<file path="src/rtl/cfa_pkg.sv">
// cfa_pkg: shared loader state codes, CFA phase codes, Bayer symbols and default widths
package cfa_pkg;
  localparam int ADDRESS_BITS = 17;
  localparam int ROW_BITS = 11;
  localparam int COL_BITS = 11;
  localparam int DATA_BITS = 12;
  typedef enum logic [4:0] {
    IDLE     = 5'b00001,
    LOAD     = 5'b00010,
    SYNC     = 5'b00100,
    KICK     = 5'b01000,
    WAIT_CFA = 5'b10000
  } loader_state_t;
  typedef enum logic [1:0] {
    CFA_IDLE    = 2'd0,
    GREEN_INTRP = 2'd1,
    RB_INTRP    = 2'd2
  } cfa_phase_t;
  typedef enum logic [1:0] {
    BAYER_R  = 2'd0,
    BAYER_GR = 2'd1,
    BAYER_GB = 2'd2,
    BAYER_B  = 2'd3
  } bayer_t;
  function automatic logic accepts_pixels(loader_state_t s);
    return s inside {IDLE, LOAD, SYNC};
  endfunction
endpackage

</file>
<file path="src/rtl/raw_position_tracker.sv">
// raw_position_tracker: raster row/col/address counters checked against the maxima latched at frame start
module raw_position_tracker
  import cfa_pkg::*;
#(
  parameter int addressBitWidth = ADDRESS_BITS,
  parameter int rowBitWidth = ROW_BITS,
  parameter int colBitWidth = COL_BITS
) (
  input  logic                       clk,
  input  logic                       rst,
  input  logic                       advance,
  input  logic                       restart,
  input  logic                       eol,
  input  logic [rowBitWidth-1:0]     rowMax,
  input  logic [colBitWidth-1:0]     colMax,
  output logic [rowBitWidth-1:0]     row,
  output logic [colBitWidth-1:0]     col,
  output logic [addressBitWidth-1:0] address,
  output logic                       lastPixel,
  output logic                       eolMismatch
);
  logic [rowBitWidth-1:0] row_q, row_max_q, row_max;
  logic [colBitWidth-1:0] col_q, col_max_q, col_max;
  logic [addressBitWidth-1:0] address_q;
  logic col_end;
  // a restarting pixel is judged at (0,0) against the maxima arriving with it
  assign row = restart ? '0 : row_q;
  assign col = restart ? '0 : col_q;
  assign address = restart ? '0 : address_q;
  assign row_max = restart ? rowMax : row_max_q;
  assign col_max = restart ? colMax : col_max_q;
  assign col_end = col == col_max;
  assign eolMismatch = eol != col_end;
  assign lastPixel = eol & col_end & (row == row_max);
  always_ff @(posedge clk or negedge rst)
    if (!rst) begin
      row_q <= '0;
      col_q <= '0;
      address_q <= '0;
      row_max_q <= '0;
      col_max_q <= '0;
    end else begin
      if (restart) begin
        row_max_q <= rowMax;
        col_max_q <= colMax;
      end
      if (advance) begin
        address_q <= address + 1'b1;
        col_q <= eol ? '0 : col + 1'b1;
        row_q <= eol ? row + 1'b1 : row;
      end
    end
endmodule

</file>
<file path="src/rtl/raw_frame_loader.sv">
// raw_frame_loader: framing-checked raw pixel ingest into frame memory, then launches CFA_2 and waits for done
module raw_frame_loader
  import cfa_pkg::*;
#(
  parameter int addressBitWidth = ADDRESS_BITS,
  parameter int rowBitWidth = ROW_BITS,
  parameter int colBitWidth = COL_BITS,
  parameter int dataBitWidth = DATA_BITS
) (
  input  logic                       clk,
  input  logic                       rst,
  input  logic [rowBitWidth-1:0]     rowMax,
  input  logic [colBitWidth-1:0]     colMax,
  input  logic [dataBitWidth-1:0]    pixIn,
  input  logic                       pixValid,
  input  logic                       sof,
  input  logic                       eol,
  output logic                       pixReady,
  output logic [addressBitWidth-1:0] rawWriteAddress,
  output logic [dataBitWidth-1:0]    rawWriteData,
  output logic                       rawWriteEnable,
  output logic                       cfaStart,
  input  logic                       cfaDone,
  output logic                       busy,
  output logic                       lineError,
  output logic [7:0]                 frameCount
);
  loader_state_t state, next;
  logic [rowBitWidth-1:0] row;
  logic [colBitWidth-1:0] col;
  logic [addressBitWidth-1:0] address;
  logic last_pixel, mismatch, take, restart, advance, ready_next, kick;
  logic unused_position;
  // outside LOAD only a frame start is taken; everything else is dropped
  assign take = pixValid & pixReady & (sof | (state == LOAD));
  assign restart = take & sof;
  assign advance = take & ~mismatch;
  assign unused_position = ^{row, col};
  raw_position_tracker #(
    .addressBitWidth(addressBitWidth),
    .rowBitWidth(rowBitWidth),
    .colBitWidth(colBitWidth)
  ) u_tracker (
    .clk(clk),
    .rst(rst),
    .advance(advance),
    .restart(restart),
    .eol(eol),
    .rowMax(rowMax),
    .colMax(colMax),
    .row(row),
    .col(col),
    .address(address),
    .lastPixel(last_pixel),
    .eolMismatch(mismatch)
  );
  always_ff @(posedge clk or negedge rst)
    if (!rst) state <= IDLE;
    else state <= next;
  always_comb begin
    next = state;
    if (take) next = mismatch ? SYNC : last_pixel ? KICK : LOAD;
    else if (state == KICK) next = WAIT_CFA;
    else if ((state == WAIT_CFA) && cfaDone) next = IDLE;
  end
  always_comb begin
    ready_next = accepts_pixels(next);
    kick = state == KICK;
    busy = state inside {LOAD, KICK, WAIT_CFA};
  end
  always_ff @(posedge clk or negedge rst)
    if (!rst) begin
      pixReady <= 1'b0;
      rawWriteEnable <= 1'b0;
      rawWriteAddress <= '0;
      rawWriteData <= '0;
      cfaStart <= 1'b0;
      frameCount <= '0;
      lineError <= 1'b0;
    end else begin
      pixReady <= ready_next;
      rawWriteEnable <= advance;
      if (advance) begin
        rawWriteAddress <= address;
        rawWriteData <= pixIn;
      end
      cfaStart <= kick;
      frameCount <= frameCount + {7'd0, kick};
      // a completed frame clears the error; a restart or resync mid-frame keeps it raised
      if (take) lineError <= ~last_pixel & (mismatch | ((state != IDLE) & (sof | lineError)));
    end
endmodule
</file>
<file path="config.mk">
export PLATFORM = sky130hd
export DESIGN_NAME = raw_frame_loader
export DESIGN_NICKNAME = d
export VERILOG_FILES = /design/src/rtl/cfa_pkg.sv /design/src/rtl/raw_position_tracker.sv /design/src/rtl/raw_frame_loader.sv
export SDC_FILE = /design/constraint.sdc
export NUM_CORES = 1
export LEC_CHECK = 0
export ABC_CLOCK_PERIOD_IN_PS = 7400
export CORE_MARGIN = 5
export CORE_UTILIZATION = 31
export CTS_BUF_LIST = sky130_fd_sc_hd__clkbuf_4 sky130_fd_sc_hd__clkbuf_8 sky130_fd_sc_hd__clkbuf_16
export DETAILED_ROUTE_END_ITERATION = 7
export GPL_TIMING_DRIVEN = 0
export HOLD_SLACK_MARGIN = 0.03
export PLACE_DENSITY = 0.61
export RECOVER_POWER = 50
export SLEW_MARGIN = 25
export SYNTH_ARGS = -nofsm -noshare
export SYNTH_HDL_FRONTEND = slang
export SYNTH_SLANG_ARGS = --single-unit
</file>
<file path="constraint.sdc">
create_clock -name clk -period 7.4 [get_ports clk]
set_clock_uncertainty 0.2 [all_clocks]
set_input_delay 0.74 -clock clk [delete_from_list [all_inputs] [get_ports clk]]
set_output_delay 0.74 -clock clk [all_outputs]
set_load 0.05 [all_outputs]
</file>
==> summary.txt <==
Run status
  – Outcome: finished with violations
  – Failing checks: capacitance limit, slew limit

Setup path
  – CP Capture Type: flip-flop
  – Worst Setup Start Kind: input port
  – Flop2flop setup slack: 3.05 ns
  – Critical path class: in2reg
  – WP data arrival: roughly 5 ns
  – Worst EP required: 7.47 ns
  – Worst r2r src: pixReady$_DFF_PN0_
  – Critical-path maximum fanout: 10
  – RR Endpoint: u_tracker.address_q[16]$_DFFE_PN0P_
  – Worst r2r path cells: 12

Clock tree
  – Post-CTS setup buffers: 0
  – Clk root buf: clkbuf_16
  – Clock latency on the worst-skew pair: 0.35 ns
  – Cts repair resizes: 0
  – TritonCTS Buffers: 9
  – Clock Path Buffers: 2
  – CTS tree: yes
  – Clk slew on worst S/H paths: roughly 0.070 ns
  – Hold buffer count at cts: 0
  – Total clock sinks: about 110
  – H-Tree Depth: 3

Logic synthesis
  – Avg Inst Size Synth: between 9 and 10 µm²
  – Post-synthesis mux area share: 1.868%
  – Simple-Gate Fraction of Synth Area: about a quarter
  – FFs w/ async S/R, synth: 100.0%
  – Post-Synth XOR/XNOR Area: a little over 6%
  – Compound-cell area share of the yosys netlist: 9.998%
  – Adder-Cell Fraction of Synth Area: 1.456%
  – Synthesized instance count: 560
  – Synthesized area: 0.005156 mm²
  – Seq/Total Area, Yosys: 51.95%
  – Post-synth EDFFs: 0
  – Main flop type after synthesis: dfrtp_1
  – Synth Net Count: 606
  – Distinct cells, synth: just under 60
  – Register bit total from synthesis: approximately 110
  – Largest family of logic cells by synthesized area: simple AND/OR/NAND/NOR gates
  – Ys Warns: 0

Global route
  – Vias in the first global route: 4368
  – Initial antenna violation count: 0
  – Global-route usage over all layers: ~15%
  – Largest net degree at the start of global routing: 75
  – First-pass GRT wire length: ~23000 µm
  – Remaining global-route overflow: 0

Drt
  – Drt wl/cell: 15.73 µm
  – Via count: roughly 4300
  – Vias per cell: roughly 5
  – Starting DRT DRC Count: ~310
  – # DRC: 0
  – Routed Wire Length: approximately 14000 µm
  – Remaining antenna violation count after routing: 0
  – DRT Pass-1 Iters: 5

Place
  – Area of placed instances: 0.006271 mm²
  – PortBufs: 81
  – Dpl hpwl: between 10000 and 15000 µm
  – Placement Setup Slack: ~2.3 ns
  – Final GP Congestion: ~0.9

Min path
  – Min-Delay Path Class: reg2reg
  – WHS Path Cells: 2
  – WHS Endpoint: rawWriteData[8]$_DFFE_PN0P_
  – Worst Hold Launch: rawWriteData[8]$_DFFE_PN0P_

Final layout
  – Area Growth Syn to Fin: 27.32%
  – Antenna cell count: 0
  – Final nets: ~700
  – Final Cell Area: approximately 0.0066 mm²
  – Share of layout cells above drive strength 1: under 10%

Power
  – P_leak: 2.837 nW
  – Power Density: 307.2 mW/mm²
  – Peak VDD IR: approximately 0.24 mV

Floorplan
  – Floorplan row count: 47
  – Die Ht: approximately 140 µm
  – Die Wd: around 140 µm
  – Placeable Area: 0.01647 mm²
  – Starting Density: between 30% and 40%
  – Top Ports: a little over 80
  – Die area: between 0.015 and 0.02 mm²

Timing
  – Slack of the critical path: approximately 2.5 ns
  – Tightest Pin Transition: roughly 1.9 ns
  – Min cycle time layout: 4.902 ns
  – Fin. Hold Viols: 0
  – Setup_tns: 0 ns
  – RSZ-0062 raised after global routing: false
  – Slew Limit Fails: 34
  – Slew margin rel.: -27.81%
  – Peak Freq: 204.0 MHz
  – Final setup fails: 0
  – Final worst-path cycle share: between 60 and 70%

Flow run
  – Max_cap viols: 1
## stage by stage
stage               cells  util, %  total power, mW  hold slack [ns]
global route          877    39.87            2.139           0.2948
CTS                   877    39.92            2.043          0.07689
global placement      861    37.91            1.523           0.2633
finish                877    39.87            2.017           0.2733
floorplan             560        -            1.289           0.2444
detailed placement    862    38.09            1.538           0.2636
## kinds of logic (layout without fill, tap and decap cells)
group,Yosys count,in the layout
simple gates,276,276
mux,9,9
xor+xnor,36,36
buf+inv,44,141
compound gates,82,82
fa+ha+maj,6,6
flops,107,107
## routing by layer
metal	share of wire, %	vias to the layer above	GRT usage (%)
li1	-	2102	-
met1	48	2082	20.29
met2	47	102	23.24
met3	4.1	13	2.241
met4	1.6	0	5.149
met5	0	-	0
## report_power, final
group          internal (mW)  switching, mW
Sequential             0.721         0.0975
Clock                  0.286          0.209
Combinational          0.260          0.443
Total                   1.27          0.750
## cells in the mapped netlist (all sizes together), types with 2 or more instances
library cell	instances	area share, %
dfrtp	106	51
a31oi	5	0.61
ha	6	1.5
inv	16	1.2
nand3	17	1.7
and4	3	0.51
nand4	12	1.5
xor2	17	2.9
a22o	4	0.68
o31ai	4	0.58
mux2i	4	0.78
nor2	29	2.1
xnor2	19	3.2
o21ai	37	3.7
a222oi	2	0.39
buf	15	1.6
nand2	162	12
and2	5	0.61
clkbuf	13	0.95
o211ai	3	0.44
nor4	10	1.2
or4	5	0.73
and3	9	1.1
o22ai	7	0.85
nor3b	3	0.53
a21oi	9	0.87
nor3	9	1.2
a22oi	2	0.29
nand3b	3	0.44
mux2	5	1.1
## worst max path at each step
stage                                                     end                from  cells past startpoint
after floorplan           u_tracker.address_q[15]$_DFFE_PN0P_  pixReady$_DFF_PN0_                     12
after global placement            rawWriteData[8]$_DFFE_PN0P_                 rst                      1
after detailed placement  u_tracker.address_q[16]$_DFFE_PN0P_            pixValid                     13
after CTS                 u_tracker.address_q[16]$_DFFE_PN0P_            pixValid                     13
after global routing      u_tracker.address_q[16]$_DFFE_PN0P_            pixValid                     13
final                     u_tracker.address_q[16]$_DFFE_PN0P_            pixValid                     13
## cells in the final DEF, fill, tap and decap left out, types with 2 or more instances in the layout
cell and instances:
a21oi_1 9, a222oi_1 2, a22o_1 4, a22oi_1 2, a31oi_1 5, and2_1 5, and3_1 9, and4_1 3
buf_1 2, buf_2 9, buf_4 2, clkbuf_1 15, clkbuf_16 9, clkbuf_4 2, clkbuf_8 2, clkdlybuf4s50_1 74
dfrtp_1 106, dlygate4sd3_1 6, ha_1 6, inv_1 15, mux2_1 2, mux2_2 3, mux2i_1 4, nand2_1 162
nand3_1 17, nand3b_1 3, nand4_1 12, nor2_1 29, nor3_1 7, nor3b_1 2, nor4_1 10, o211ai_1 3
o21ai_0 35, o22ai_1 7, o31ai_1 4, or4_1 5, xnor2_1 19, xor2_1 17
## worst max-delay path, stage by stage
cell and delay, ns:
dlygate4sd3_1 0.62, nand3_1 0.33, buf_2 0.36, clkbuf_1 0.53
a21oi_1 0.14, nand3b_1 0.19, nor3b_1 0.28, ha_1 0.34
nand3b_1 0.35, nor3_1 0.38, nand4_1 0.30, nor3_1 0.26
xnor2_1 0.14
## sequential cells by signal (all words and copies together) (netlist names), 5 cells and up
register             count
rawWriteData            12
u_tracker.col_q         11
state                    5
frameCount               8
u_tracker.col_max_q     11
u_tracker.address_q     17
u_tracker.row_q         11
u_tracker.row_max_q     11
rawWriteAddress         17
## layout make-up
type	instances	area, µm²
Buffer	28	131.4
Clock buffer	13	267.8
Clock inverter	2	35.03
Fill cell	1638	9901
Inverter	16	60.06
Multi-Input combinational cell	409	2285
Sequential cell	107	2679
Tap cell	220	275.3
Timing Repair Buffer	82	832.0
Power figures use the tool's default switching activity.
